**config.mk**
```make
export PLATFORM = sky130hd
export DESIGN_NAME = calc_sequencer
export DESIGN_NICKNAME = d
export VERILOG_FILES = /design/src/rtl/calc_sequencer.sv
export SDC_FILE = /design/constraint.sdc
export NUM_CORES = 1
export LEC_CHECK = 0
export ABC_AREA = 1
export CAP_MARGIN = 20
export CORE_MARGIN = 5
export CORE_UTILIZATION = 58
export CTS_BUF_LIST = sky130_fd_sc_hd__clkbuf_16
export CTS_CLUSTER_DIAMETER = 100
export DETAILED_ROUTE_END_ITERATION = 12
export PLACE_DENSITY = 0.86
export SLEW_MARGIN = 20
export SYNTH_ARGS = -nofsm -noshare
export SYNTH_HDL_FRONTEND = slang
export SYNTH_SLANG_ARGS = --single-unit
```
**constraint.sdc**
```tcl
create_clock -name clk -period 4.41 [get_ports clk]
set_clock_uncertainty 0.05 [all_clocks]
set_input_delay 0.882 -clock clk [delete_from_list [all_inputs] [get_ports clk]]
set_output_delay 0.882 -clock clk [all_outputs]
set_load 0.005 [all_outputs]
```
**src/rtl/calc_sequencer.sv**
```systemverilog
// Keypad calculator sequencer: accumulates decimal operands, latches operators and
// drives a handshake to an external ALU, with chain mode, timeout and error recovery.
module calc_sequencer #(
  parameter int unsigned MAX_DIGITS = 8,
  parameter int unsigned TIMEOUT    = 64
) (
  input  logic        clk,
  input  logic        reset,
  input  logic        key_valid,
  input  logic [3:0]  key_code,
  output logic        alu_start,
  output logic [31:0] alu_a,
  output logic [31:0] alu_b,
  output logic [1:0]  alu_op,
  input  logic        alu_done,
  input  logic [31:0] alu_result,
  input  logic        alu_err,
  output logic [31:0] first_num,
  output logic [31:0] second_num,
  output logic [1:0]  op,
  output logic [31:0] answer,
  output logic        busy,
  output logic        error,
  output logic [2:0]  state
);

  localparam int unsigned DW = 32;
  localparam int unsigned OW = 2;
  localparam int unsigned CW = $clog2(TIMEOUT + 1);

  function automatic logic [DW-1:0] pow10(input int unsigned n);
    logic [DW-1:0] r;
    r = DW'(1);
    for (int unsigned i = 0; i < n; i++) r = DW'(r * DW'(10));
    return r;
  endfunction

  // An operand at or above this value already holds MAX_DIGITS significant digits.
  localparam logic [DW-1:0] DIGIT_LIMIT = pow10(MAX_DIGITS - 1);

  typedef enum logic [2:0] {
    S_A    = 3'd0,
    S_OP   = 3'd1,
    S_B    = 3'd2,
    S_EXEC = 3'd3,
    S_RES  = 3'd4,
    S_ERR  = 3'd5
  } state_t;

  state_t          state_q, state_nxt;
  logic [DW-1:0]   first_nxt, second_nxt, answer_nxt;
  logic [DW-1:0]   alu_a_nxt, alu_b_nxt;
  logic [OW-1:0]   op_nxt, alu_op_nxt, pend_op_q, pend_op_nxt;
  logic            chain_q, chain_nxt;
  logic            alu_start_nxt, busy_nxt, error_nxt;
  logic [CW-1:0]   cnt_q, cnt_nxt;

  logic            key_digit, key_oper, key_eq, key_clr;
  logic [OW-1:0]   key_op;
  logic [DW-1:0]   key_val;

  function automatic logic [DW-1:0] append(input logic [DW-1:0] v, input logic [3:0] d);
    return DW'(v * DW'(10)) + DW'(d);
  endfunction

  // Keypad decode; every class is qualified by key_valid.
  always_comb begin
    key_digit = key_valid && (key_code <= 4'd9);
    key_oper  = key_valid && (key_code inside {[4'hA:4'hD]});
    key_eq    = key_valid && (key_code == 4'hE);
    key_clr   = key_valid && (key_code == 4'hF);
    key_op    = OW'(key_code - 4'hA);
    key_val   = DW'(key_code);
  end

  always_comb begin
    state_nxt     = state_q;
    first_nxt     = first_num;
    second_nxt    = second_num;
    op_nxt        = op;
    answer_nxt    = answer;
    pend_op_nxt   = pend_op_q;
    chain_nxt     = chain_q;
    cnt_nxt       = '0;
    alu_a_nxt     = alu_a;
    alu_b_nxt     = alu_b;
    alu_op_nxt    = alu_op;
    alu_start_nxt = 1'b0;

    case (state_q)
      S_A: begin
        if (key_digit) begin
          if (first_num < DIGIT_LIMIT) first_nxt = append(first_num, key_code);
        end else if (key_oper) begin
          op_nxt    = key_op;
          state_nxt = S_OP;
        end else if (key_eq) begin
          answer_nxt = first_num;
          state_nxt  = S_RES;
        end
      end
      S_OP: begin
        if (key_digit) begin
          second_nxt = key_val;
          state_nxt  = S_B;
        end else if (key_oper) begin
          op_nxt = key_op;
        end
      end
      S_B: begin
        if (key_digit) begin
          if (second_num < DIGIT_LIMIT) second_nxt = append(second_num, key_code);
        end else if (key_oper) begin
          pend_op_nxt = key_op;
          chain_nxt   = 1'b1;
          state_nxt   = S_EXEC;
        end else if (key_eq) begin
          chain_nxt = 1'b0;
          state_nxt = S_EXEC;
        end
      end
      S_EXEC: begin
        cnt_nxt = (cnt_q == CW'(TIMEOUT)) ? cnt_q : cnt_q + CW'(1);
        // alu_done takes priority over a coincident timeout and over any key but clear.
        if (alu_done) begin
          if (alu_err) begin
            answer_nxt = '0;
            state_nxt  = S_ERR;
          end else begin
            answer_nxt = alu_result;
            if (chain_q) begin
              first_nxt  = alu_result;
              second_nxt = '0;
              op_nxt     = pend_op_q;
              state_nxt  = S_OP;
            end else begin
              state_nxt = S_RES;
            end
          end
        end else if (cnt_q == CW'(TIMEOUT - 1)) begin
          answer_nxt = '0;
          state_nxt  = S_ERR;
        end
      end
      S_RES: begin
        if (key_digit) begin
          first_nxt  = key_val;
          second_nxt = '0;
          state_nxt  = S_A;
        end else if (key_oper) begin
          first_nxt = answer;
          op_nxt    = key_op;
          state_nxt = S_OP;
        end
      end
      S_ERR: begin
      end
      default: state_nxt = S_A;
    endcase

    // Clear overrides everything, including a coincident alu_done.
    if (key_clr) begin
      first_nxt   = '0;
      second_nxt  = '0;
      op_nxt      = '0;
      answer_nxt  = '0;
      pend_op_nxt = '0;
      chain_nxt   = 1'b0;
      state_nxt   = S_A;
    end

    // Launch the ALU request on entry; operands stay frozen while executing.
    if (state_nxt == S_EXEC && state_q != S_EXEC) begin
      alu_start_nxt = 1'b1;
      alu_a_nxt     = first_num;
      alu_b_nxt     = second_num;
      alu_op_nxt    = op;
      cnt_nxt       = '0;
    end

    busy_nxt  = (state_nxt == S_EXEC);
    error_nxt = (state_nxt == S_ERR);
  end

  always_ff @(posedge clk or negedge reset) begin
    if (!reset) begin
      state_q    <= S_A;
      first_num  <= '0;
      second_num <= '0;
      op         <= '0;
      answer     <= '0;
      pend_op_q  <= '0;
      chain_q    <= 1'b0;
      cnt_q      <= '0;
      alu_start  <= 1'b0;
      alu_a      <= '0;
      alu_b      <= '0;
      alu_op     <= '0;
      busy       <= 1'b0;
      error      <= 1'b0;
    end else begin
      state_q    <= state_nxt;
      first_num  <= first_nxt;
      second_num <= second_nxt;
      op         <= op_nxt;
      answer     <= answer_nxt;
      pend_op_q  <= pend_op_nxt;
      chain_q    <= chain_nxt;
      cnt_q      <= cnt_nxt;
      alu_start  <= alu_start_nxt;
      alu_a      <= alu_a_nxt;
      alu_b      <= alu_b_nxt;
      alu_op     <= alu_op_nxt;
      busy       <= busy_nxt;
      error      <= error_nxt;
    end
  end

  assign state = state_q;

endmodule
```
==> out/metrics.cfg, run 1 <==
[yosys]
ys_types = 54
yosys-top-cells-count = 698 x nand2_1, 255 x inv_1, 180 x dfrtp_1
yosysMostFrequentCell = nand2_1
ys_warn_count = 0
yosys.area.top_type = dfrtp_1
synth-seq-area-share = 0.307
yosys-top-cells-area = dfrtp_1 31%, nand2_1 18%, ha_1 10%, inv_1 6.5%, nand3_1 5.6%
synth_nets = 2351
synth-seq-cells = 180
syn-cell-area_um2 = 14700
synth_edf_count = 0
synthCells = 2188
avgSynthCellArea_um2 = 6.71
ys_async_sr_fraction = 1.00
synth_top_area_frac = 0.307
synth_flop_cell = dfrtp_1

[detailed_routing]
drc = 0
num_vias = 16036
drt-initial-drc-count = 1630
antenna_left = 0
routed_via_density = 5.90
finalWirelength_mm = 52.3
wl_per_cell_um = 19.2
drt-pass1-iter-count = 6

[floorplanning]
core_um2 = 25000
ios = 211
die_area_um2 = 28600
initial_utilization = 0.586
row_count = 58
chipHeight_um = 169
fp.dieW_um = 169

[critical_path]
crit_path_start_kind = flop
critPathKind = reg -> reg
arrival_ns = 4.04
cp-end-kind = flop
critPathMaxFanout = 6
cp.required_ns = 4.68

[run]
maxCapViolCount = 0

[timing]
drv_slew = 0
tns_ns = 0
fin_crit_sh = 0.855
final-setup-viol-count = 0
rsz0062_at_grt = no
layout_setup_ws_ns = 0.637
hold_viol = 0
tightest_slew_ns = 1.03
max_clock_freq_mhz = 265
slew_headroom = 0.314
fin_crit_ns = 3.77

[power_and_ir_drop]
switchingPower_mw = 6.72
intPower_mw = 6.16
power_frac_seq = 0.227
power_density_nw_per_um2 = 728
power_leakage_nw = 8.92
clockPowerShare = 0.120
share_comb_of_total_power = 0.653
peakVddDrop_uv = 572
switching_share = 0.521

[worst_hold_path]
hp-class = in -> async

[final_layout]
num-fill-cells = 2144
utilization = 0.707
drive_gt1_frac = 0.0620
seqCellArea_um2 = 4500
area_growth_pct = 20.6
nets = 2539
multiInputGateArea_um2 = 8890

[placement]
dp_slack_ns = 0.425
place_congestion = 1.03
io_buffer_count = 210
place_hpwl_mm = 40.3

[cts]
cts.htree.levels = 4
ctsHoldBuffers = 0
path_clk_slew_ns = 0.08
cts_tree = yes
clock_latency_ns = 0.45
ctsLongestPathBuffers = 2
cts_resized = 0
cts.sinks = 180
cts_root_buf = clkbuf_16
cts_made_buffers = 17
cts_setup_buffers = 0

[outcome]
outcome = completed

[global_routing]
grt_pass1_vias = 15534
antenna_found_initial = 1
grt.total_usage = 0.362
grt_pass1_wl_mm = 82.7
grt-ovfl-total = 0
grt_max_degree = 112

==> power groups by stage <==
stage          Sequential [mW]  Clock [mW]  Combinational (mW)
2_1_floorplan             2.72           0                5.23
3_3_place_gp              2.90           0                7.99
3_5_place_dp              2.91           0                8.19
4_1_cts                   2.90        1.54                8.27
5_1_grt                   2.98        1.60                9.25
6_report                  2.93        1.54                8.41
==> final timing paths <==
path | cells after the start | from | slack, ns | end
worst min register to register | 2 | pend_op_q[0]$_DFFE_PN0P_ | 0.43 | pend_op_q[0]$_DFFE_PN0P_
min in group clk | 2 | pend_op_q[0]$_DFFE_PN0P_ | 0.43 | pend_op_q[0]$_DFFE_PN0P_
worst max register to register | 16 | first_num[3]$_DFFE_PN0P_ | 0.64 | first_num[18]$_DFFE_PN0P_
max in group asynchronous | 2 | reset | 2.91 | second_num[14]$_DFFE_PN0P_
worst max-delay path | 16 | first_num[3]$_DFFE_PN0P_ | 0.64 | first_num[18]$_DFFE_PN0P_
worst min-delay path | 1 | reset | 0.42 | pend_op_q[1]$_DFFE_PN0P_
==> metrics by stage <==
| step | instances | area, um^2 | total power [mW] | hold WS [ns] |
|---|---|---|---|---|
| after floorplan | 2188 | 14700 | 7.96 | 0.393 |
| after global placement | 2687 | 17100 | 10.9 | 0.408 |
| after detailed placement | 2687 | 17100 | 11.1 | 0.413 |
| after CTS | 2718 | 17700 | 12.7 | 0.433 |
| after global routing | 2719 | 17700 | 13.8 | 0.446 |
| final | 2719 | 17700 | 12.9 | 0.422 |
==> cells by family (layout without fill, tap and decap cells) <==
logic type      Yosys count  after routing  share of synthesized area
buf+inv                 335            535                     0.0878
other cells               0              1                          0
xor+xnor                 28             28                     0.0182
fa+ha+maj               122            122                      0.106
simple gates           1176           1176                      0.349
compound gates          347            347                      0.132
flops                   180            180                      0.307
==> cell type report <==
class,instances,share of cell area
Sequential cell,180,0.254
Multi-Input combinational cell,1673,0.502
Inverter,273,0.0579
Clock inverter,14,0.00785
Antenna cell,1,0.000141
Tap cell,330,0.0233
Timing Repair Buffer,231,0.130
Clock buffer,17,0.0240
==> sequential cells by signal, summed over array words and instances, names as in the netlist, 3 cells and up <==
register    flops
first_num      32
cnt_q           7
alu_b          32
alu_a          32
second_num     32
state           3
answer         32
==> critical path, stage by stage, from the launching register on <==
cell	delay, ns
dfrtp_1	0.53
ha_1	0.31
ha_1	0.27
fa_1	0.60
nand2_1	0.07
nor2_1	0.09
nand2_1	0.08
a21oi_1	0.27
nand2_1	0.15
nor2_2	0.19
nand3_2	0.14
nor2_4	0.19
nand4_1	0.13
o21ai_0	0.31
nand2_1	0.10
nand2_1	0.08
o21ai_0	0.08
==> cells in the final DEF (no fill, tap or decap), types with 3 or more instances in the layout <==
cell             netlist  routed
nand2_1              698     697
a31oi_1               24      24
buf_4                  2      18
clkinvlp_4             0       3
o22ai_1               27      27
inv_6                  0       3
o211ai_1               9       9
xor2_1                18      18
inv_2                 17      17
xor2_2                 3       3
inv_8                  0       4
a21oi_2                3       3
buf_12                 0       3
nand3_1              163     163
nor3_1                25      25
clkdlybuf4s50_1        0     209
nor3_2                 4       4
inv_1                255     255
ha_1                 118     118
clkbuf_16              0      17
o21ai_0              135     135
fa_1                   4       4
nand3_2                8       8
nand3b_1              11      11
a211oi_1               3       3
nand2_2               27      27
nand4_1               36      36
o32ai_1                3       3
nor2_2                11      11
o31ai_1               11      11
a21oi_1              101     101
o21ai_1               16      16
nor2_1               164     164
nor2_4                13      13
xnor2_1                7       7
dfrtp_1              180     180
nor4_1                 4       4
or2_2                  3       3
a32oi_1                3       3
==> per-layer routing <==
metal  track usage  vias up  wire (um)
met2         0.595      843      24500
met1         0.477     7496      21000
li1              -     7547          -
met4         0.147        0       2100
met5             0        -          0
met3        0.0649      150       4630
Note: power is estimated with default switching activity, not from simulation.
==> run 2: changes to the inputs <==
SLEW_MARGIN = 0   (was 20)
==> results of run 2 <==
No change in the layout: final DEF, timing and power equal those of run 1.
